<file path="src/rtl/ct_ifu_icache_pkg.sv">
// Shared types and geometry for the icache data-array refill controller.
package ct_ifu_icache_pkg;
  localparam int INDEX_W    = 16;
  localparam int DATA_W     = 128;
  localparam int BEAT_W     = 2;
  localparam int LINE_OFF_W = 6;
  localparam int BANK_NUM   = 4;
  localparam int BEAT_OFF_W = LINE_OFF_W - BEAT_W;

  localparam logic [BEAT_W-1:0] LAST_BEAT = '1;

  typedef enum logic [1:0] {
    ST_IDLE  = 2'd0,
    ST_WRITE = 2'd1,
    ST_DONE  = 2'd2
  } refill_state_e;
endpackage

</file>
<file path="src/rtl/ct_ifu_icache_refill_arb.sv">
// Single-port data-array arbitration: refill write beats versus fetch reads.
// Optional ICACHE_REFILL_STARVE_GUARD_EN lets a starved fetch steal one beat slot.
module ct_ifu_icache_refill_arb (
`ifdef ICACHE_REFILL_STARVE_GUARD_EN
  input  logic clk,
`endif
  input  logic rst,
  input  logic in_write,
  input  logic data_vld,
  input  logic rd_req,
  output logic data_rdy,
  output logic wr_fire,
  output logic rd_gnt
);
  logic force_rd;

`ifdef ICACHE_REFILL_STARVE_GUARD_EN
  logic [1:0] starve_cnt;

  // Two consecutive refused cycles hand the next slot to the fetch.
  assign force_rd = rd_req && (starve_cnt >= 2'd2);

  always_ff @(posedge clk) begin
    if (rst) begin
      starve_cnt <= 2'd0;
    end else if (!rd_req || rd_gnt) begin
      starve_cnt <= 2'd0;
    end else if (starve_cnt != 2'd3) begin
      starve_cnt <= starve_cnt + 2'd1;
    end
  end
`else
  assign force_rd = 1'b0;
`endif

  assign data_rdy = !rst && in_write && !force_rd;
  assign wr_fire  = data_rdy && data_vld;
  assign rd_gnt   = !rst && rd_req && !wr_fire;
endmodule

</file>
<file path="src/rtl/ct_ifu_icache_data_refill_ctrl.sv">
// Icache data-array refill controller: writes 4 beats per line, arbitrates fetch reads.
// ICACHE_REFILL_STARVE_GUARD_EN enables the fetch starvation guard in the arbiter.
module ct_ifu_icache_data_refill_ctrl
  import ct_ifu_icache_pkg::*;
(
  input  logic               forever_cpuclk,
  input  logic               cpurst,
  input  logic               refill_req_vld,
  output logic               refill_req_rdy,
  input  logic [INDEX_W-1:0] refill_index,
  input  logic               refill_data_vld,
  input  logic [DATA_W-1:0]  refill_data,
  output logic               refill_data_rdy,
  input  logic               fetch_rd_req,
  input  logic [INDEX_W-1:0] fetch_rd_index,
  output logic               fetch_rd_gnt,
  output logic               ifu_icache_data_array0_bank0_cen_b,
  output logic               ifu_icache_data_array0_bank1_cen_b,
  output logic               ifu_icache_data_array0_bank2_cen_b,
  output logic               ifu_icache_data_array0_bank3_cen_b,
  output logic               ifu_icache_data_array0_bank0_clk_en,
  output logic               ifu_icache_data_array0_bank1_clk_en,
  output logic               ifu_icache_data_array0_bank2_clk_en,
  output logic               ifu_icache_data_array0_bank3_clk_en,
  output logic               ifu_icache_data_array0_wen_b,
  output logic [DATA_W-1:0]  ifu_icache_data_array0_din,
  output logic [INDEX_W-1:0] ifu_icache_index,
  output logic               refill_busy,
  output logic               refill_done
);
  refill_state_e                 state, next_state;
  logic [INDEX_W-1:LINE_OFF_W]   line_idx;
  logic [BEAT_W-1:0]             beat_cnt;
  logic [DATA_W-1:0]             din_q;
  logic [INDEX_W-1:0]            index_q;
  logic [INDEX_W-1:0]            wr_index;
  logic [BANK_NUM-1:0]           bank_cen_b;
  logic                          req_fire, wr_fire, access;
  logic                          unused_idx_bits;

  assign unused_idx_bits = ^refill_index[LINE_OFF_W-1:0];

  ct_ifu_icache_refill_arb u_arb (
`ifdef ICACHE_REFILL_STARVE_GUARD_EN
    .clk      (forever_cpuclk),
`endif
    .rst      (cpurst),
    .in_write (state == ST_WRITE),
    .data_vld (refill_data_vld),
    .rd_req   (fetch_rd_req),
    .data_rdy (refill_data_rdy),
    .wr_fire  (wr_fire),
    .rd_gnt   (fetch_rd_gnt)
  );

  assign req_fire = refill_req_vld && refill_req_rdy;
  assign access   = wr_fire || fetch_rd_gnt;
  assign wr_index = {line_idx, beat_cnt, {BEAT_OFF_W{1'b0}}};

  always_ff @(posedge forever_cpuclk) begin
    if (cpurst) begin
      state    <= ST_IDLE;
      line_idx <= '0;
      beat_cnt <= '0;
      din_q    <= '0;
      index_q  <= '0;
    end else begin
      state <= next_state;
      if (req_fire) begin
        line_idx <= refill_index[INDEX_W-1:LINE_OFF_W];
        beat_cnt <= '0;
      end else if (wr_fire) begin
        beat_cnt <= beat_cnt + 1'b1;
      end
      if (wr_fire) din_q <= refill_data;
      if (access)  index_q <= ifu_icache_index;
    end
  end

  always_comb begin
    next_state     = state;
    refill_req_rdy = 1'b0;
    refill_busy    = 1'b0;
    refill_done    = 1'b0;
    case (state)
      ST_IDLE: begin
        refill_req_rdy = !cpurst;
        if (req_fire) next_state = ST_WRITE;
      end
      ST_WRITE: begin
        refill_busy = !cpurst;
        if (wr_fire && beat_cnt == LAST_BEAT) next_state = ST_DONE;
      end
      ST_DONE: begin
        refill_busy = !cpurst;
        refill_done = !cpurst;
        next_state  = ST_IDLE;
      end
      default: next_state = ST_IDLE;
    endcase
  end

  // Address/data buses park on their last driven value between accesses.
  always_comb begin
    ifu_icache_index           = index_q;
    ifu_icache_data_array0_din = din_q;
    if (cpurst) begin
      ifu_icache_index           = '0;
      ifu_icache_data_array0_din = '0;
    end else if (wr_fire) begin
      ifu_icache_index           = wr_index;
      ifu_icache_data_array0_din = refill_data;
    end else if (fetch_rd_gnt) begin
      ifu_icache_index           = fetch_rd_index;
    end
  end

  assign bank_cen_b                   = {BANK_NUM{~access}};
  assign ifu_icache_data_array0_wen_b = ~wr_fire;

  assign ifu_icache_data_array0_bank0_cen_b  = bank_cen_b[0];
  assign ifu_icache_data_array0_bank1_cen_b  = bank_cen_b[1];
  assign ifu_icache_data_array0_bank2_cen_b  = bank_cen_b[2];
  assign ifu_icache_data_array0_bank3_cen_b  = bank_cen_b[3];
  assign ifu_icache_data_array0_bank0_clk_en = ~bank_cen_b[0];
  assign ifu_icache_data_array0_bank1_clk_en = ~bank_cen_b[1];
  assign ifu_icache_data_array0_bank2_clk_en = ~bank_cen_b[2];
  assign ifu_icache_data_array0_bank3_clk_en = ~bank_cen_b[3];
endmodule

</file>
<file path="config.mk">
export PLATFORM = sky130hd
export DESIGN_NAME = ct_ifu_icache_data_refill_ctrl
export DESIGN_NICKNAME = d
export VERILOG_FILES = /design/src/rtl/ct_ifu_icache_pkg.sv /design/src/rtl/ct_ifu_icache_refill_arb.sv /design/src/rtl/ct_ifu_icache_data_refill_ctrl.sv
export SDC_FILE = /design/constraint.sdc
export NUM_CORES = 1
export LEC_CHECK = 0
export CAP_MARGIN = 25
export CORE_ASPECT_RATIO = 1.25
export CORE_MARGIN = 2
export CORE_UTILIZATION = 39
export DETAILED_ROUTE_END_ITERATION = 8
export PLACE_DENSITY = 0.87
export SYNTH_ARGS = -nofsm -noshare
export SYNTH_HDL_FRONTEND = slang
export SYNTH_SLANG_ARGS = --single-unit
export TNS_END_PERCENT = 1
</file>
<file path="constraint.sdc">
create_clock -name forever_cpuclk -period 2 [get_ports forever_cpuclk]
set_input_delay 0.4 -clock forever_cpuclk [delete_from_list [all_inputs] [get_ports forever_cpuclk]]
set_output_delay 0.4 -clock forever_cpuclk [all_outputs]
set_load 0.005 [all_outputs]
</file>
==> metrics.txt <==
# TYPE chip_impl_metric gauge
chip_impl_info{name="outcome",value="finished with violations"} 1
chip_impl_info{name="violated_checks",value="setup timing"} 1
chip_impl_metric{name="critPathMaxFanout",unit=""} 10
chip_impl_info{name="crit_slowest_cell",value="sky130_fd_sc_hd__dfxtp_2"} 1
chip_impl_metric{name="pre_cts_ws",unit="ps"} -716
chip_impl_metric{name="areaGrowthSynthToFinish",unit="%"} 71.6
chip_impl_metric{name="total_leakage_power",unit="nW"} 5.03
chip_impl_info{name="timing.critical_path.mode_cell",value="sky130_fd_sc_hd__buf_4"} 1
chip_impl_metric{name="ys_warn_count",unit=""} 0
chip_impl_metric{name="route.final.wire_length",unit="um"} 20900
chip_impl_metric{name="num_rows",unit=""} 50
chip_impl_metric{name="placedCellCount",unit=""} 1226
chip_impl_metric{name="clkSinkCount",unit=""} 158
chip_impl_metric{name="avgRoutedWirePerCell",unit="um"} 16.3
chip_impl_metric{name="yosys_register_bits",unit=""} 158
chip_impl_metric{name="grt_overflow",unit=""} 0
chip_impl_metric{name="detail_route.vias_per_cell",unit=""} 4.97
chip_impl_metric{name="stdcell_count",unit=""} 1284
chip_impl_metric{name="maxSlewViolCount",unit=""} 0
chip_impl_info{name="crit_type",value="reg -> out"} 1
chip_impl_metric{name="final_cell_area",unit="sq um"} 10200
chip_impl_info{name="ctsRootBufferMaster",value="sky130_fd_sc_hd__clkbuf_16"} 1
chip_impl_info{name="worst_setup_path_end_kind",value="output port"} 1
chip_impl_info{name="kind_of_start_point_of_the_critical_path",value="flop"} 1
chip_impl_metric{name="hold_violations",unit=""} 0
chip_impl_metric{name="dieArea",unit="sq um"} 16300
chip_impl_metric{name="gr-usage-all-layers",unit="%"} 24.1
chip_impl_metric{name="power.ir.vdd_worst",unit="mV"} 0.629
chip_impl_info{name="grt_setup_unrepaired",value="true"} 1
chip_impl_metric{name="grt_start_max_net_pins",unit=""} 49
chip_impl_metric{name="num-nets-final",unit=""} 1262
chip_impl_metric{name="fmax",unit="MHz"} 402
chip_impl_metric{name="detailedRoute.firstIterationViolations",unit=""} 409
chip_impl_metric{name="diodes",unit=""} 0
chip_impl_metric{name="final_period_utilization",unit="%"} 124
chip_impl_metric{name="cts_inserted_buffers",unit=""} 17
chip_impl_metric{name="area_of_the_mapped_netlist",unit="sq um"} 5960
chip_impl_metric{name="synth_largest_type_area_fraction",unit="%"} 53.1
chip_impl_info{name="synthMostInstantiatedCell",value="sky130_fd_sc_hd__nand2_1"} 1
chip_impl_metric{name="worst_slew_margin_rel",unit="%"} 56.5
chip_impl_metric{name="floorplan.die.height",unit="um"} 142
chip_impl_metric{name="crit_path_max_incr_delay",unit="ps"} 320
chip_impl_metric{name="htreeDepth",unit=""} 4
chip_impl_info{name="timing.critical_path.cells",value="inv_2 > ha_4 > and3b_4 > inv_8 > buf_12 > buf_4 > buf_4 > nand3_1 > nand2_1 > buf_2"} 1
chip_impl_metric{name="core_area",unit="sq um"} 15000
chip_impl_metric{name="clkSlewWorstSetupHoldPaths",unit="ps"} 60
chip_impl_metric{name="yosysSeqAreaShare",unit="%"} 53.1
chip_impl_info{name="synth_flop_cell",value="sky130_fd_sc_hd__dfxtp_1"} 1
chip_impl_metric{name="cp_data_required_time",unit="ps"} 1600
chip_impl_metric{name="drc_viols",unit=""} 0
chip_impl_metric{name="yosys.cell_types.count",unit=""} 23
chip_impl_metric{name="post-dp-hpwl",unit="um"} 13900
chip_impl_metric{name="setup_total_negative_slack",unit="ps"} -46880
chip_impl_metric{name="drive_above_1_share",unit="%"} 29.9
chip_impl_metric{name="setup_viol_count_final",unit=""} 151
chip_impl_metric{name="route.vias.total",unit=""} 6378
chip_impl_metric{name="gp_congestion",unit=""} 0.801
chip_impl_metric{name="arrival",unit="ps"} 2090
chip_impl_metric{name="grt_pass1_vias",unit=""} 6276
chip_impl_metric{name="syn_area_per_cell",unit="sq um"} 8.18
chip_impl_metric{name="p_per_area",unit="nW/um^2"} 897
chip_impl_metric{name="detail_route.first_pass.iterations",unit=""} 6
chip_impl_info{name="synth_common_cells",value="282 x sky130_fd_sc_hd__nand2_1, 158 x sky130_fd_sc_hd__dfxtp_1, 128 x sky130_fd_sc_hd__nand3_1, 21 x sky130_fd_sc_hd__buf_2, 21 x sky130_fd_sc_hd__nor2_1"} 1
chip_impl_metric{name="post_dp_cell_area",unit="sq um"} 9620
chip_impl_metric{name="remaining_antenna_violation_count",unit=""} 0
chip_impl_metric{name="die-width",unit="um"} 115
chip_impl_metric{name="post_synthesis_net_count",unit=""} 900
chip_impl_info{name="hold_class",value="reg -> reg"} 1
chip_impl_metric{name="boundary_pins",unit=""} 323
chip_impl_metric{name="grt_first_pass_wirelength",unit="um"} 30700
chip_impl_info{name="tritoncts",value="yes"} 1
chip_impl_info{name="post-synth-top-area-cell",value="sky130_fd_sc_hd__dfxtp_1"} 1
chip_impl_metric{name="clock-skew-final",unit="ps"} 12.2
chip_impl_metric{name="final_critical_path_setup_slack",unit="ps"} -486
chip_impl_metric{name="synth_cells",unit=""} 729
chip_impl_metric{name="share_of_flip_flops_with_an_asynchronous_set_or_reset_after_synthesis",unit="%"} 0
chip_impl_metric{name="worst_pin_slew",unit="ps"} 653
chip_impl_metric{name="port_buffers",unit=""} 316
chip_impl_metric{name="number_of_enable_type_register_cells_in_the_synthesized_netlist",unit=""} 0
chip_impl_info{name="synth.area.top_cells",value="sky130_fd_sc_hd__dfxtp_1 53%, sky130_fd_sc_hd__nand2_1 18%, sky130_fd_sc_hd__nand3_1 11%"} 1
chip_impl_metric{name="drv_cap",unit=""} 0
chip_impl_metric{name="antenna_found_initial",unit=""} 0
chip_impl_metric{name="start_util",unit="%"} 39.9
chip_impl_metric{name="post-route-min-period",unit="ps"} 2490
chip_impl_metric{name="clkLatencyLatePin",unit="ps"} 420
chip_impl_metric{name="ctsLongestPathBuffers",unit=""} 2
-- worst max-delay path, delay by kind of cell (launching register included) --
kind	cells	cell delay, ps
adder cells (fa/ha/maj)	1	130
buffers and inverters	6	710
flip-flops	1	320
AND/OR/NAND/NOR	3	490
-- final timing paths --
kind,cells past startpoint,slack (ps),from,endpoint
hold reg to reg,2,470,line_idx[11],line_idx[11]
setup reg to reg,5,290,state[0],line_idx[7]
hold / removal,2,470,line_idx[11],line_idx[11]
setup / recovery,10,-490,state[1],ifu_icache_data_array0_din[107]
-- cell families (layout without fill, tap and decap cells) --
logic type | after synthesis | count (layout) | synth area share [%]
and+or+nand+nor | 441 | 441 | 30.9
DFF | 158 | 158 | 53.1
AOI/OAI and AO/OA | 36 | 36 | 4.99
xor gates and xnor gates | 1 | 1 | 0.147
buffers and inverters | 68 | 441 | 6.42
adders and majority gates | 6 | 6 | 1.26
muxes | 19 | 19 | 3.19
-- registers in the layout, indices dropped and copies added, names as in the netlist --
| signal | count |
|---|---|
| din_q | 128 |
| index_q | 16 |
| line_idx | 10 |
| beat_cnt | 2 |
| state | 2 |
-- area by class of cell --
| type | count | area (sq um) |
|---|---|---|
| well taps | 182 | 228 |
| repair buffers | 404 | 3620 |
| fillers | 1143 | 4720 |
| multi-input cells | 503 | 2610 |
| inverters | 6 | 35.0 |
| clock inverters | 12 | 138 |
| clock buffers | 18 | 429 |
| repair inverters | 1 | 11.3 |
| flip-flops and latches | 158 | 3170 |
-- what timing repair did --
item / 4_1_cts / 5_1_grt
pin swaps: 1 / 17
setup buffers: 4 / 17
cloned: 4 / 5
resized for setup: 419 / 208
endpoints found under the setup margin: 158 / 157
hold buffers: 0 / 0
-- layout by cell type (no fill, tap or decap), drive strengths merged, types with 4 or more instances in the layout --
| cell | n |
|---|---|
| inv | 10 |
| dlygate4sd2 | 6 |
| o21ai | 11 |
| ha | 6 |
| nand2 | 282 |
| clkdlybuf4s50 | 157 |
| clkbuf | 61 |
| nand3 | 128 |
| mux2i | 19 |
| nor2 | 21 |
| nor2b | 4 |
| dlymetal6s2s | 4 |
| clkdlybuf4s15 | 18 |
| clkinv | 5 |
| a211oi | 24 |
| buf | 175 |
| dfxtp | 158 |
-- layer usage --
metal | GRT usage [%] | vias up | wire [um] | share of wire [%]
met1 | 25.9 | 2948 | 7800 | 37
met3 | 6.73 | 67 | 1300 | 6.2
met5 | 0 | - | 0 | 0
li1 | - | 3081 | - | -
met4 | 13.2 | 0 | 922 | 4.4
met2 | 42.5 | 282 | 10900 | 52
-- where the power goes --
part,switching (mW),internal [mW]
Clock,1.32,1.84
Combinational,1.05,1.24
Sequential,0.146,3.58
Total,2.52,6.65
-- per-stage QoR --
| step | total power [mW] | util [%] | hold WS [ps] |
|---|---|---|---|
| after floorplan | 4.62 | - | 436 |
| after global placement | 6.01 | 64.4 | 445 |
| after detailed placement | 6.08 | 64.4 | 453 |
| after CTS | 9.14 | 68.0 | 468 |
| after global routing | 9.58 | 68.4 | 484 |
| final | 9.17 | 68.4 | 467 |
Note: power is estimated with default switching activity, not from simulation.
